--- config.mk ---
export PLATFORM = sky130hd
export DESIGN_NAME = serial_adder_ctrl
export DESIGN_NICKNAME = d
export VERILOG_FILES = /design/src/rtl/serial_adder_ctrl.sv
export SDC_FILE = /design/constraint.sdc
export NUM_CORES = 1
export LEC_CHECK = 0
export CORE_UTILIZATION = 49
export CTS_CLUSTER_DIAMETER = 50
export DETAILED_ROUTE_END_ITERATION = 8
export PLACE_DENSITY = 0.78
export SLEW_MARGIN = 20
export SYNTH_ARGS = -nofsm -noshare
export SYNTH_HDL_FRONTEND = slang
export SYNTH_SLANG_ARGS = --single-unit
--- constraint.sdc ---
create_clock -name clk -period 1.4 [get_ports clk]
set_input_delay 0.14 -clock clk [delete_from_list [all_inputs] [get_ports clk]]
set_output_delay 0.14 -clock clk [all_outputs]
set_load 0.02 [all_outputs]
--- src/rtl/serial_adder_ctrl.sv ---
// Bit-serial adder: one full_adder cell walks two WIDTH-bit operands LSB first,
// carrying between bits in a flop, with valid/ready handshakes on both sides.

module full_adder (
    input  logic a,
    input  logic b,
    input  logic cin,
    output logic sum,
    output logic cout
);
    assign sum  = a ^ b ^ cin;
    assign cout = (a & b) | (a & cin) | (b & cin);
endmodule

module serial_adder_ctrl #(
    parameter int WIDTH = 8
) (
    input  logic             clk,
    input  logic             rst_n,
    input  logic             start_valid,
    output logic             start_ready,
    input  logic [WIDTH-1:0] a,
    input  logic [WIDTH-1:0] b,
    input  logic             cin,
    output logic             result_valid,
    input  logic             result_ready,
    output logic [WIDTH-1:0] sum,
    output logic             cout,
    output logic             busy
);
    localparam int CW = $clog2(WIDTH + 1);
    localparam logic [1:0] ST_IDLE = 2'd0;
    localparam logic [1:0] ST_RUN  = 2'd1;
    localparam logic [1:0] ST_DONE = 2'd2;
    localparam logic [CW-1:0] LAST_BIT = CW'(WIDTH - 1);
    localparam logic [CW-1:0] ONE      = CW'(1);

    logic [1:0]       state_r;
    logic [WIDTH-1:0] a_r;
    logic [WIDTH-1:0] b_r;
    logic [WIDTH-1:0] s_r;
    logic [WIDTH-1:0] s_next_s;
    logic             carry_r;
    logic [CW-1:0]    count_r;
    logic             fa_sum_s;
    logic             fa_cout_s;

    full_adder u_fa (
        .a    (a_r[0]),
        .b    (b_r[0]),
        .cin  (carry_r),
        .sum  (fa_sum_s),
        .cout (fa_cout_s)
    );

    // Next sum shift value; written bitwise so WIDTH=1 needs no empty slice.
    always_comb begin
        s_next_s            = s_r >> 1;
        s_next_s[WIDTH-1]   = fa_sum_s;
    end

    // Sequencer: accept in IDLE, one bit per cycle in RUN, hold in DONE.
    always_ff @(posedge clk or negedge rst_n) begin
        if (!rst_n) begin
            state_r <= ST_IDLE;
            a_r     <= '0;
            b_r     <= '0;
            s_r     <= '0;
            carry_r <= 1'b0;
            count_r <= '0;
        end else begin
            case (state_r)
                ST_IDLE: begin
                    if (start_valid) begin
                        a_r     <= a;
                        b_r     <= b;
                        carry_r <= cin;
                        count_r <= '0;
                        state_r <= ST_RUN;
                    end else begin
                        state_r <= ST_IDLE;
                    end
                end
                ST_RUN: begin
                    a_r     <= a_r >> 1;
                    b_r     <= b_r >> 1;
                    s_r     <= s_next_s;
                    carry_r <= fa_cout_s;
                    count_r <= count_r + ONE;
                    if (count_r == LAST_BIT) begin
                        state_r <= ST_DONE;
                    end else begin
                        state_r <= ST_RUN;
                    end
                end
                ST_DONE: begin
                    if (result_ready) begin
                        state_r <= ST_IDLE;
                    end else begin
                        state_r <= ST_DONE;
                    end
                end
                default: begin
                    state_r <= ST_IDLE;
                end
            endcase
        end
    end

    // Outputs come straight from flops or the state register only.
    assign start_ready  = (state_r == ST_IDLE);
    assign result_valid = (state_r == ST_DONE);
    assign busy         = (state_r != ST_IDLE);
    assign sum          = s_r;
    assign cout         = carry_r;

endmodule

==> results of run 1 <==
power breakdown:
part | total, W | switching (W) | internal (W) | leakage [nW]
Clock | 0.000724 | 0.000302 | 0.000422 | 0.0482
Sequential | 0.00147 | 0.000226 | 0.00125 | 0.397
Combinational | 0.00141 | 0.000718 | 0.000695 | 0.500
Total | 0.00361 | 0.00125 | 0.00236 | 0.945
metal layers:
| metal | up-vias | part of all wire (%) |
|---|---|---|
| met2 | 44 | 51 |
| met1 | 552 | 42 |
| li1 | 573 | - |
| met4 | 0 | 0.78 |
| met5 | - | 0 |
| met3 | 4 | 6.2 |
area by class of cell:
class,instances,area (µm²)
clock inverter,2,35.0
fill,199,835
timing repair buffer,42,400
tap,31,38.8
inverter,3,11.3
sequential,31,777
clock buffer,6,51.3
multi-input combinational,99,633
flip-flops by register name (all words and copies together), names as in the netlist:
| register | flops |
|---|---|
| count_r | 4 |
| cout | 1 |
| b_r | 8 |
| state_r | 2 |
| a_r | 8 |
| sum | 8 |
synth_stat cells, types with 2 or more instances:
master and count:
a21oi_1 17, mux2_2 8, and3b_1 15, buf_2 9, nor2_1 2, o21ai_0 7, inv_1 3, o21ai_1 14
dfrtp_1 31, nor2b_1 5, nand2_1 20, nand2b_1 3
final timing paths:
path | endpoint | cells past startpoint
hold reg to reg | a_r[2] | 2
hold / removal | b_r[0] | 2
max in group asynchronous | state_r[0] | 2
setup reg to reg | count_r[2] | 4
min in group clk | a_r[7] | 3
setup / recovery | busy | 3
through the flow:
step	total power [W]	setup slack, ps
2_1_floorplan	0.00240	67.5
3_3_place_gp	0.00289	67.0
3_5_place_dp	0.00298	41.7
4_1_cts	0.00364	2.05
5_1_grt	0.00387	3.20
6_report	0.00361	62.7
kinds of logic after synthesis:
kind of cell             Yosys count  share of synthesized area, %
adder cells (fa/ha/maj)            2                          2.23
AND/OR/NAND/NOR                   47                          18.8
buffers and inverters             13                          4.37
multiplexers                       9                          6.85
flip-flops                        31                          53.1
AO/OA/AOI/OAI                     41                          14.6
timing repair:
action                                  in CTS  in global routing
setup buffers                                1                  0
endpoints found under the setup margin      12                  7
resized for setup                           19                  4
==> flow_summary.yaml, run 1 <==
finish:
  drive_above_1_share_pct: 18.6
  fin_nets: 205
  fin_cells: 214
  post-route-util_pct: 70.0
  diodes: 0
  final_cell_mix: "dfrtp_1, nand2_1, clkdlybuf4s50_1"
  fin_area_mm2: 0.00195
  syn_to_final_growth_pct: 33.2
  layout.cells.most_common: "dfrtp_1"
timing:
  finClkSkew_ps: 4.23
  hold_violations: 0
  min_period_ps: 1340
  relSlewSlack_pct: 74.0
  finalSetupTns_ps: 0
  worst_pin_slew_ps: 390
  rsz0062_at_grt: "no"
  finalCritPeriodShare_pct: 95.5
  finalSetupViolations: 0
  finalMaxSlewViolations: 0
  max_freq_mhz: 748
  whs_ps: 197
clock_tree:
  clk_pin_slew_ps: 100
  cts.sinks: 31
  cts_made_buffers: 5
  worstSkewPairLatency_ps: 320
  cts.root.buffer_cell: "clkbuf_4"
  cts_buffer_depth: 2
  h-tree-depth: 2
  cts_tree: "done"
  ctsHoldBuffers: 0
placement:
  port_buffers: 32
  numPlacedInstances: 205
  gp_congestion: 0.785
  dp_hpwl_um: 2050
  postPlaceCellArea_mm2: 0.00185
global_route:
  grt.overflow.total: 0
  grt_max_degree: 32
  grt_pass1_vias: 1176
  busiest_layer: "met2"
  met1_usage_pct: 25.5
  grtUsageTotal_pct: 21.2
  antenna_found_initial: 0
  gr-usage-met3_pct: 6.91
  grt_pass1_wl_um: 5160
  grt_use_met2_pct: 36.0
route:
  first_pass_iters: 4
  drt_iter0_markers: 22
  via_count: 1173
  via_per_inst: 5.48
  wirelength_um: 2940
  ant_nets: 0
  route.detailed.drc: 0
  wire_per_inst_um: 13.7
synth:
  syn_area_mm2: 0.00146
  synth_top_area_cell: "dfrtp_1"
  synth_cell_types: 21
  seq_area_frac_synth_pct: 53.1
  synth.ff_latch_count: 31
  avgSynthCellArea_um2: 10.2
  synth_cells: 143
  synth.top_cell.area_share_pct: 53.1
  async_reset_ff_share_pct: 100
  synth_top_flop_cell: "dfrtp_1"
  ys.warnings.count: 0
  yosys-top-cells-area: "dfrtp_1, and3b_1, mux2_2"
  synth_edf_count: 0
  synth_fp_nets: 166
critical_path:
  crit_start: "state_r[0]"
  crit_family: "flip-flops"
  r2r-start: "state_r[1]"
  worstPathRequired_ps: 1260
  critical_path_class: "reg2out"
  r2r_setup_slack_ps: 90
  cp_slowest_cell: "dfrtp_2"
  end_kind: "output port"
  crit_fanout: 5
  crit_buf_inv: 2
  crit_path_start_kind: "flop"
  crit_chain: "nor2_2 -> inv_1 -> clkdlybuf4s15_2"
  arrival_ps: 1200
  slowest_delay_ps: 460
floorplanning:
  die_w_um: 56.6
  die-area_mm2: 0.00320
  pin_count: 33
  core_area_mm2: 0.00278
  die_y_um: 56.6
  start_util_pct: 52.5
  rows: 19
flow_run:
  maxCapViolations: 0
pwr:
  ir_worst_vdd_v: 0.00142
  p_leak_nw: 0.945
  power_density_mw_per_mm2: 1850
min_path:
  hp-class: "in2async"
status:
  status: "complete, no violations"
No activity file was read; power rests on OpenSTA's default activity.
==> run 2: changes to the inputs <==
- clock period: 1.4 -> 1.3 ns (I/O delays scaled with it)
==> run 2 against run 1 <==
- clock skew grew 4.4 ps
- combinational power grew 22%
- sequential share of layout area shrank 1.4 points
- hold slack lost 37 ps
- utilization grew 2.6 points
- final cell count grew 2.8%
- die area is the same
- flip-flop and latch count is the same
- via count grew 0.94%
- final area grew 3.7%
- clock-buffer cell count grew 2
- critical path type is now reg2reg
==> flow_summary.yaml, run 2 (same netlist as run 1, synthesis figures left out) <==
critical_path:
  worstPathRequired_ps: 1510
  crit_fanout: 11
  cp_slowest_cell: "dfrtp_1"
  slowest_delay_ps: 410
  crit_path_start_kind: "flop"
  r2r_setup_slack_ps: 20
  arrival_ps: 1490
  end_kind: "flop"
  crit_chain: "buf_6 -> nand2b_4 -> buf_12 -> mux2_2"
  critical_path_class: "reg2reg"
timing:
  finalCritPeriodShare_pct: 98.3
  finClkSkew_ps: 8.64
  worst_slack_ps: 22.6
  hold_violations: 0
  finalSetupViolations: 0
  worst_pin_slew_ps: 242
  min_period_ps: 1280
  finalMaxSlewViolations: 0
  finalSetupTns_ps: 0
  max_freq_mhz: 783
  rsz0062_at_grt: "yes"
  relSlewSlack_pct: 83.8
route:
  via_count: 1184
  route.detailed.drc: 0
  wirelength_um: 3000
  wire_per_inst_um: 13.6
  drt_iter0_markers: 29
  first_pass_iters: 5
  via_per_inst: 5.38
  ant_nets: 0
floorplanning:
  die_y_um: 56.6
  pin_count: 33
  core_area_mm2: 0.00278
  rows: 19
  start_util_pct: 52.5
  die-area_mm2: 0.00320
  die_w_um: 56.6
clock_tree:
  h-tree-depth: 2
  cts_tree: "done"
  cts_buffer_depth: 2
  cts.sinks: 31
  clk_pin_slew_ps: 90
  cts.root.buffer_cell: "clkbuf_4"
  cts_made_buffers: 5
  worstSkewPairLatency_ps: 330
global_route:
  gr-usage-met3_pct: 7.60
  grt_max_degree: 32
  grt_pass1_vias: 1150
  grt_pass1_wl_um: 5170
  busiest_layer: "met2"
  antenna_found_initial: 0
  grt_use_met2_pct: 34.5
  grtUsageTotal_pct: 21.3
  met1_usage_pct: 25.9
  grt.overflow.total: 0
finish:
  diodes: 0
  fin_area_mm2: 0.00202
  drive_above_1_share_pct: 22.8
  post-route-util_pct: 72.6
  syn_to_final_growth_pct: 38.2
  fin_cells: 220
  final_cell_mix: "dfrtp_1, nand2_1, clkdlybuf4s50_1"
  fin_nets: 211
  layout.cells.most_common: "dfrtp_1"
placement:
  pre_cts_ws_ps: -57.0
  numPlacedInstances: 209
  gp_congestion: 0.756
  dp_hpwl_um: 2090
  port_buffers: 32
  postPlaceCellArea_mm2: 0.00189
min_path:
  hp-class: "in2async"
status:
  status: "complete, no violations"
pwr:
  power_density_mw_per_mm2: 1960
  ir_worst_vdd_v: 0.00164
  p_leak_nw: 0.986
flow_run:
  maxCapViolations: 0
## run 2: cell count changes in the layout (fill, tap and decap cells not counted), sizes merged
cell	previous run	this run
buf	10	19
bufinv	1	0
clkbuf	6	8
clkdlybuf4s15	3	0
clkinv	1	0
## run 2: final timing paths
kind,start,end,depth (start not counted)
worst max-delay path,state_r[1],sum[3],4
worst min-delay path,rst_n,a_r[4],2
worst max register to register,state_r[1],sum[3],4
worst min register to register,b_r[1],b_r[1],2
max in group asynchronous,rst_n,cout,2
min in group clk,b[7],b_r[7],3
## run 2: power breakdown
group | switching, W | leakage [nW] | total, W | internal (W)
Sequential | 0.000252 | 0.396 | 0.00159 | 0.00134
Clock | 0.000317 | 0.0386 | 0.000635 | 0.000318
Combinational | 0.000824 | 0.551 | 0.00172 | 0.000898
## run 2: per-layer routing
layer / share of wire, % / vias up
met4: 1.8 / 0
met1: 41 / 564
met5: 0 / -
li1: - / 578
met3: 5.8 / 7
met2: 52 / 35
## run 2: cell type report
type                    count  area, µm²
clock buffers               8       68.8
fillers                   194        762
inverters                   3       11.3
multi-input cells          99        654
flip-flops and latches     31        777
well taps                  31       38.8
repair buffers             48        469
## run 2: timing repair
action | 4_1_cts | 5_1_grt
hold buffers | 0 | 0
gates resized for setup | 27 | 10
endpoints found under the setup margin | 24 | 23
buffers inserted | 0 | 3
pin swaps | 1 | 1
## run 2: critical path, delay by kind of cell (launching register included)
kind / cells / cell delay, ps
flops: 1 / 410
buf+inv: 2 / 280
simple gates: 1 / 140
mux: 1 / 330
## run 2: metrics by stage
step | hold WS (ps) | power, W
3_5_place_dp | 477 | 0.00331
4_1_cts | 157 | 0.00389
5_1_grt | 161 | 0.00425
3_3_place_gp | 467 | 0.00321
6_report | 161 | 0.00395
2_1_floorplan | -166 | 0.00259
